[src/rtl/luma_ds_pkg.sv]
// luma_ds_pkg: shared sizes and arithmetic types for the 2x2 luma box downsampler.
package luma_ds_pkg;
   localparam int IN_WIDTH      = 640;
   localparam int IN_HEIGHT     = 360;
   localparam int PIX_WIDTH     = 8;
   localparam int FB_DATA_WIDTH = 16;
   localparam int OUT_WIDTH     = IN_WIDTH / 2;
   localparam int OUT_HEIGHT    = IN_HEIGHT / 2;
   localparam int FB_DEPTH      = OUT_WIDTH * OUT_HEIGHT;
   localparam int ADDR_WIDTH    = $clog2(FB_DEPTH);
   typedef logic [PIX_WIDTH:0]   pair_sum_t;
   typedef logic [PIX_WIDTH+1:0] sum4_t;
endpackage

[src/rtl/luma_line_buffer.sv]
// luma_line_buffer: one output row of horizontal pair sums from the even input row;
// one write port and one registered read port so it maps onto block or distributed RAM.
module luma_line_buffer #(
   parameter int DEPTH = 320,
   parameter int WIDTH = 9,
   parameter int AW    = $clog2(DEPTH)
) (
   input  logic             clk_in,
   input  logic             we,
   input  logic [AW-1:0]    waddr,
   input  logic [WIDTH-1:0] wdata,
   input  logic             re,
   input  logic [AW-1:0]    raddr,
   output logic [WIDTH-1:0] rdata
);
   logic [WIDTH-1:0] mem [DEPTH];
   always_ff @(posedge clk_in) begin
      if (we) mem[waddr] <= wdata;
      if (re) rdata <= mem[raddr];
   end
endmodule

[src/rtl/luma_box_downsampler.sv]
// luma_box_downsampler: 2x2 box average of the luma pixel stream into
// quarter-resolution frame-buffer write beats (addr, data, we).
module luma_box_downsampler #(
   parameter int HCOUNT_WIDTH  = 10,
   parameter int VCOUNT_WIDTH  = 9,
   parameter int IN_WIDTH      = luma_ds_pkg::IN_WIDTH,
   parameter int IN_HEIGHT     = luma_ds_pkg::IN_HEIGHT,
   parameter int PIX_WIDTH     = luma_ds_pkg::PIX_WIDTH,
   parameter int FB_DATA_WIDTH = luma_ds_pkg::FB_DATA_WIDTH,
   parameter int ADDR_WIDTH    = $clog2((IN_WIDTH / 2) * (IN_HEIGHT / 2))
) (
   input  logic                     clk_in,
   input  logic                     rst_in,
   input  logic                     pixel_valid_in,
   input  logic [HCOUNT_WIDTH-1:0]  pixel_hcount_in,
   input  logic [VCOUNT_WIDTH-1:0]  pixel_vcount_in,
   input  logic [PIX_WIDTH-1:0]     pixel_data_in,
   output logic                     wr_valid_out,
   output logic [ADDR_WIDTH-1:0]    wr_addr_out,
   output logic [FB_DATA_WIDTH-1:0] wr_data_out,
   output logic                     frame_done_out
);
   import luma_ds_pkg::*;
   localparam int OW = IN_WIDTH / 2;
   localparam int CW = $clog2(OW);
   localparam int TW = VCOUNT_WIDTH - 1;
   localparam logic [HCOUNT_WIDTH-1:0] H_LIM = HCOUNT_WIDTH'(IN_WIDTH);
   localparam logic [VCOUNT_WIDTH-1:0] V_LIM = VCOUNT_WIDTH'(IN_HEIGHT);
   localparam logic [ADDR_WIDTH-1:0] LAST = ADDR_WIDTH'((IN_WIDTH / 2) * (IN_HEIGHT / 2) - 1);

   logic acc, odd_col, odd_row, pair_hit, lb_we, lb_re, odd_hit, pair_ok, s1_valid;
   logic [CW-1:0] col, s1_col;
   logic [TW-1:0] vh, row_tag;
   logic [OW-1:0] col_ok;
   logic [HCOUNT_WIDTH-1:0] pair_h;
   logic [PIX_WIDTH-1:0] pair_lo;
   logic [ADDR_WIDTH-1:0] s1_base, s1_addr;
   pair_sum_t pair_sum, line_rd;
   sum4_t s1_sum, rnd;

   assign acc      = pixel_valid_in && pixel_hcount_in < H_LIM && pixel_vcount_in < V_LIM;
   assign odd_col  = pixel_hcount_in[0];
   assign odd_row  = pixel_vcount_in[0];
   assign col      = CW'(pixel_hcount_in >> 1);
   assign vh       = pixel_vcount_in[VCOUNT_WIDTH-1:1];
   assign pair_hit = acc && odd_col && pair_ok && {pair_h[HCOUNT_WIDTH-1:1], 1'b1} == pixel_hcount_in;
   assign pair_sum = pair_sum_t'(pair_lo) + pair_sum_t'(pixel_data_in);
   assign lb_we    = pair_hit && !odd_row;
   assign lb_re    = acc && !odd_col && odd_row;
   // col_ok keeps a stale entry (dropped even-row pair) from being averaged
   assign odd_hit  = pair_hit && odd_row && row_tag == vh && col_ok[col];
   assign s1_addr  = s1_base + ADDR_WIDTH'(s1_col);
   assign rnd      = s1_sum + sum4_t'(2);

   luma_line_buffer #(.DEPTH(OW), .WIDTH(PIX_WIDTH + 1)) u_line_buffer (
      .clk_in(clk_in),
      .we(lb_we),
      .waddr(col),
      .wdata(pair_sum),
      .re(lb_re),
      .raddr(col),
      .rdata(line_rd)
   );

   always_ff @(posedge clk_in or negedge rst_in) begin
      if (!rst_in) begin
         pair_ok        <= 1'b0;
         pair_h         <= '0;
         pair_lo        <= '0;
         row_tag        <= '1;
         col_ok         <= '0;
         s1_valid       <= 1'b0;
         s1_base        <= '0;
         s1_col         <= '0;
         s1_sum         <= '0;
         wr_valid_out   <= 1'b0;
         wr_addr_out    <= '0;
         wr_data_out    <= '0;
         frame_done_out <= 1'b0;
      end else begin
         if (acc && !odd_col) begin
            pair_ok <= 1'b1;
            pair_h  <= pixel_hcount_in;
            pair_lo <= pixel_data_in;
         end else if (acc) begin
            pair_ok <= 1'b0;
         end
         if (lb_we) begin
            row_tag <= vh;
            col_ok  <= ((row_tag == vh) ? col_ok : '0) | (OW'(1) << col);
         end
         s1_valid <= odd_hit;
         if (odd_hit) begin
            s1_base <= ADDR_WIDTH'(vh) * ADDR_WIDTH'(OW);
            s1_col  <= col;
            s1_sum  <= sum4_t'(line_rd) + sum4_t'(pair_sum);
         end
         wr_valid_out   <= s1_valid;
         frame_done_out <= s1_valid && s1_addr == LAST;
         if (s1_valid) begin
            wr_addr_out <= s1_addr;
            wr_data_out <= FB_DATA_WIDTH'(rnd[PIX_WIDTH+1:2]);
         end
      end
   end
endmodule
[config.mk]
export PLATFORM = sky130hd
export DESIGN_NAME = luma_box_downsampler
export DESIGN_NICKNAME = d
export VERILOG_FILES = /design/src/rtl/luma_ds_pkg.sv /design/src/rtl/luma_line_buffer.sv /design/src/rtl/luma_box_downsampler.sv
export SDC_FILE = /design/constraint.sdc
export NUM_CORES = 2
export LEC_CHECK = 0
export CAP_MARGIN = 0
export CORE_MARGIN = 4
export CORE_UTILIZATION = 35
export DETAILED_ROUTE_END_ITERATION = 10
export GPL_TIMING_DRIVEN = 0
export PLACE_DENSITY_LB_ADDON = 0.25
export SLEW_MARGIN = 20
export SYNTH_ARGS = -nofsm -noshare
export SYNTH_HDL_FRONTEND = slang
export SYNTH_SLANG_ARGS = --single-unit
[constraint.sdc]
create_clock -name clk_in -period 36.8 [get_ports clk_in]
set_input_delay 3.68 -clock clk_in [delete_from_list [all_inputs] [get_ports clk_in]]
set_output_delay 3.68 -clock clk_in [all_outputs]
set_load 0.03 [all_outputs]
==> impl_results.rst <==
.. list-table::
   :header-rows: 1

   * - Metric
     - Value
   * - Status
     - complete, no violations
   * - Synth-to-Final Area Change
     - 18.3%
   * - Count leader, synth
     - edfxtp_1
   * - Die outline height
     - 616 um
   * - 1st-iter DRT viols
     - 10,522
   * - Final weighted congestion of routability-driven global placement
     - 1.04
   * - Count of buffers inserted at the top-level ports
     - 50
   * - Maximum fanout count along the critical path
     - 11
   * - Clock period minus final worst setup slack
     - 9.98 ns
   * - Slew at the pin closest to its max-slew limit
     - 1.37 ns
   * - Post-CTS Setup Inserts
     - 0
   * - Clk root buf
     - clkbuf_16
   * - Setup skew after layout
     - 0.0566 ns
   * - RSZ-0062 raised after global routing
     - false
   * - Die extent in x
     - 616 um
   * - Via count of the first global-routing pass
     - 68,279
   * - CP endpoint kind
     - register
   * - Clock share of power
     - 0.385
   * - Share of the clock period used by the worst path
     - 0.271
   * - Post-cts resize count
     - 0
   * - Std-Cell Rows
     - 222
   * - Pins Over Slew Limit
     - 0
   * - Final net count
     - 6,798
   * - Critical path destination
     - u_line_buffer.mem[303][1]$_DFFE_PP_
   * - I/O pins
     - 64
   * - Cell depth of the worst flop-to-flop path
     - 8
   * - First-pass GRT wire length
     - 617,000 um
   * - Flop pwr share
     - 0.486
   * - Hold slack final
     - 0.435 ns
   * - Async set or reset register ratio after synthesis
     - 0.122
   * - Fin. Hold Viols
     - 0
   * - Dpl hpwl
     - 331,000 um
   * - Reg2Reg Capture Point
     - u_line_buffer.mem[100][1]$_DFFE_PP_
   * - Post-synth top flop
     - edfxtp_1
   * - Syn Inst Count
     - 6,038
   * - Lkg Pwr
     - 0.0518 uW
   * - Worst R2R Start
     - pair_h[4]$_DFFE_PN0P_
   * - Final-layout fill cell count
     - 31,798
   * - CTS max path bufs
     - 4
   * - Biggest area contributors in the synthesized netlist
     - edfxtp_1 67%, mux4_2 18%, dfrtp_1 7.6%
   * - Residual overflow from global routing
     - 0
   * - Syn_area_per_cell
     - 21.4 um2
   * - Int Power
     - 6970 uW
   * - Vias
     - 70,239
   * - Distinct cell type count of the synthesized netlist
     - 61
   * - Nature of the critical path startpoint
     - input pin
   * - Area of the mapped netlist
     - 129,000 um2
   * - Final instance area
     - 153,000 um2
   * - Total GRT Usage
     - 0.241
   * - Reg clk slew, reported paths
     - 0.06 ns
   * - Crit path launch
     - pixel_hcount_in[4]
   * - Routed Antenna Nets
     - 0
   * - Total of warnings raised by yosys
     - 0
   * - TritonCTS clock tree
     - yes
   * - Combinational fraction of design power
     - 0.129
   * - Ratio of cells with drive above 1 in the final layout
     - 0.347
   * - Sw Ratio
     - 0.254
   * - Area share of the leading cell type in the synthesized netlist
     - 0.671
   * - Maximum vdd ir drop
     - 0.0423 mV
   * - DRC
     - 0
   * - Wire length after detailed routing
     - 466,000 um
   * - Leading post-synthesis cells by instance count
     - 2,889 x edfxtp_1, 1,007 x mux4_2, 393 x dfrtp_1
   * - Placed inst area
     - 141,000 um2
   * - Register bit count reported by yosys
     - 3,290
   * - Effective utilization at floorplan
     - 0.353
   * - Largest area contributor in the synthesized netlist
     - edfxtp_1
   * - Critical setup path kind
     - input pin to register
   * - Part of the Yosys area used for sequential elements
     - 0.748
   * - Routed wirelength normalized by instance count
     - 38.9 um
   * - Initial antenna violation count
     - 40
   * - Setup total negative slack
     - 0 ns
   * - Highest clock rate
     - 100 MHz
   * - Switching power
     - 2370 uW
   * - Arrival time of data at the critical path endpoint
     - 10.55 ns
   * - H-Tree Depth
     - 5
   * - Rel. slew slack
     - 0.0852
   * - Area enclosed by the die boundary
     - 379,000 um2
   * - Clock sink count
     - 3,290
   * - Slack of the worst reg-to-reg path
     - 31.48 ns
   * - Required time worst endpoint
     - 37.38 ns
   * - Hold/Removal Path Class
     - register to register
   * - Power density cells
     - 61.1 nW/um2
   * - Number of CTS-inserted buffers
     - 349
   * - Max capacitance violation total
     - 0
   * - Maximum number of pins on one net before global-route repair
     - 97
   * - Mean number of vias per cell
     - 5.86
   * - Clock latency at the later pin of the worst-skew pair
     - 0.97 ns
   * - Setup-failing EPs final
     - 0
   * - DRT Pass-1 Iters
     - 6
   * - Count of hold buffers inserted by post-cts repair
     - 0
   * - Core area
     - 367,000 um2
   * - Number of synthesized flops with an enable pin
     - 2,889
[layout by cell type, fill, tap and decap left out, types with 31 or more instances in the layout]
master,synthesis,routed
edfxtp_1,2889,2889
mux4_2,1007,1007
dfrtp_1,393,393
clkbuf_16,0,354
nor2_2,0,299
a21o_1,248,248
nand2_1,231,231
clkbuf_1,157,186
buf_6,8,175
buf_2,86,131
o21ai_0,92,92
nor2_1,369,66
clkinv_2,0,63
buf_4,51,56
clkinv_1,0,55
clkdlybuf4s50_1,0,49
mux2i_1,49,48
clkbuf_2,0,47
mux2_2,47,47
buf_8,0,47
a21oi_1,38,38
buf_16,0,38
bufinv_16,0,36
xnor2_1,36,31
ha_1,32,31
[metal layers]
layer	track usage	part of all wire	up-vias
li1	-	-	26433
met4	0.121	0.060	20
met3	0.0720	0.11	1012
met2	0.367	0.45	4334
met1	0.314	0.38	38440
met5	0	0.00096	-
[sequential cells by signal, summed over array words and instances (netlist names), 8 cells and up]
| register | flops |
|---|---|
| s1_sum | 9 |
| pair_lo | 8 |
| row_tag | 8 |
| wr_addr_out | 16 |
| s1_col | 9 |
| pair_h | 9 |
| wr_data_out | 8 |
| u_line_buffer.rdata | 9 |
| u_line_buffer.mem | 2880 |
| col_ok | 320 |
| s1_base | 10 |
[worst min-delay path by stage]
stage                        from                      to  slack (ns)  depth (start not counted)
2_1_floorplan  s1_valid$_DFF_PN0_  wr_valid_out$_DFF_PN0_        0.37                          0
3_3_place_gp   s1_valid$_DFF_PN0_  wr_valid_out$_DFF_PN0_        0.42                          0
3_5_place_dp   s1_valid$_DFF_PN0_  wr_valid_out$_DFF_PN0_        0.42                          0
4_1_cts        s1_valid$_DFF_PN0_  wr_valid_out$_DFF_PN0_        0.43                          0
5_1_grt        s1_valid$_DFF_PN0_  wr_valid_out$_DFF_PN0_        0.45                          0
6_report       s1_valid$_DFF_PN0_  wr_valid_out$_DFF_PN0_        0.43                          0
[kinds of logic after synthesis]
| kind of cell | count (synthesis) | synth area share |
|---|---|---|
| XOR/XNOR | 50 | 0.00344 |
| adder cells (fa/ha/maj) | 36 | 0.00371 |
| buffers and inverters | 380 | 0.0138 |
| multiplexers | 1114 | 0.184 |
| AO/OA/AOI/OAI | 446 | 0.0235 |
| flip-flops | 3290 | 0.748 |
| other | 1 | 0.0000290 |
| AND/OR/NAND/NOR | 721 | 0.0231 |
[power groups by stage]
stage	combinational, uW	clock [uW]	sequential (uW)
4_1_cts	1190	3630	4540
5_1_grt	1260	3790	4540
6_report	1210	3600	4540
3_5_place_dp	1190	0	4620
3_3_place_gp	896	0	5190
2_1_floorplan	463	0	4900
[layout make-up]
cell class                      instances  area, um2  share of cell area
Sequential cell                      3290      96800               0.633
Inverter                               18       67.6            0.000442
Antenna cell                           27       67.6            0.000442
Clock inverter                        192       2110              0.0138
Buffer                                362       1840              0.0120
Multi-Input combinational cell       2375      31700               0.207
Timing Repair Buffer                  336       4760              0.0311
Clock buffer                          455       9480              0.0619
Tap cell                             4928       6170              0.0403
[metrics by stage]
step | instances | utilization | power (uW) | setup slack (ns)
2_1_floorplan | 6045 | - | 5360 | 21.03
3_3_place_gp | 11023 | 0.371 | 6090 | 8.77
3_5_place_dp | 11309 | 0.385 | 5810 | 26.17
4_1_cts | 11956 | 0.417 | 9360 | 27.13
5_1_grt | 11958 | 0.417 | 9580 | 26.98
6_report | 11983 | 0.417 | 9340 | 26.82
[worst max-delay path, stage by stage]
cell and delay (ns):
buf_2 0.30, buf_4 0.40, buf_2 0.43, buf_2 0.85, buf_2 0.93, buf_2 0.77, nand2_1 0.31, nor2_2 0.85
nand2_1 0.88, nor2_1 1.01
(Power assumes the default switching activity.)
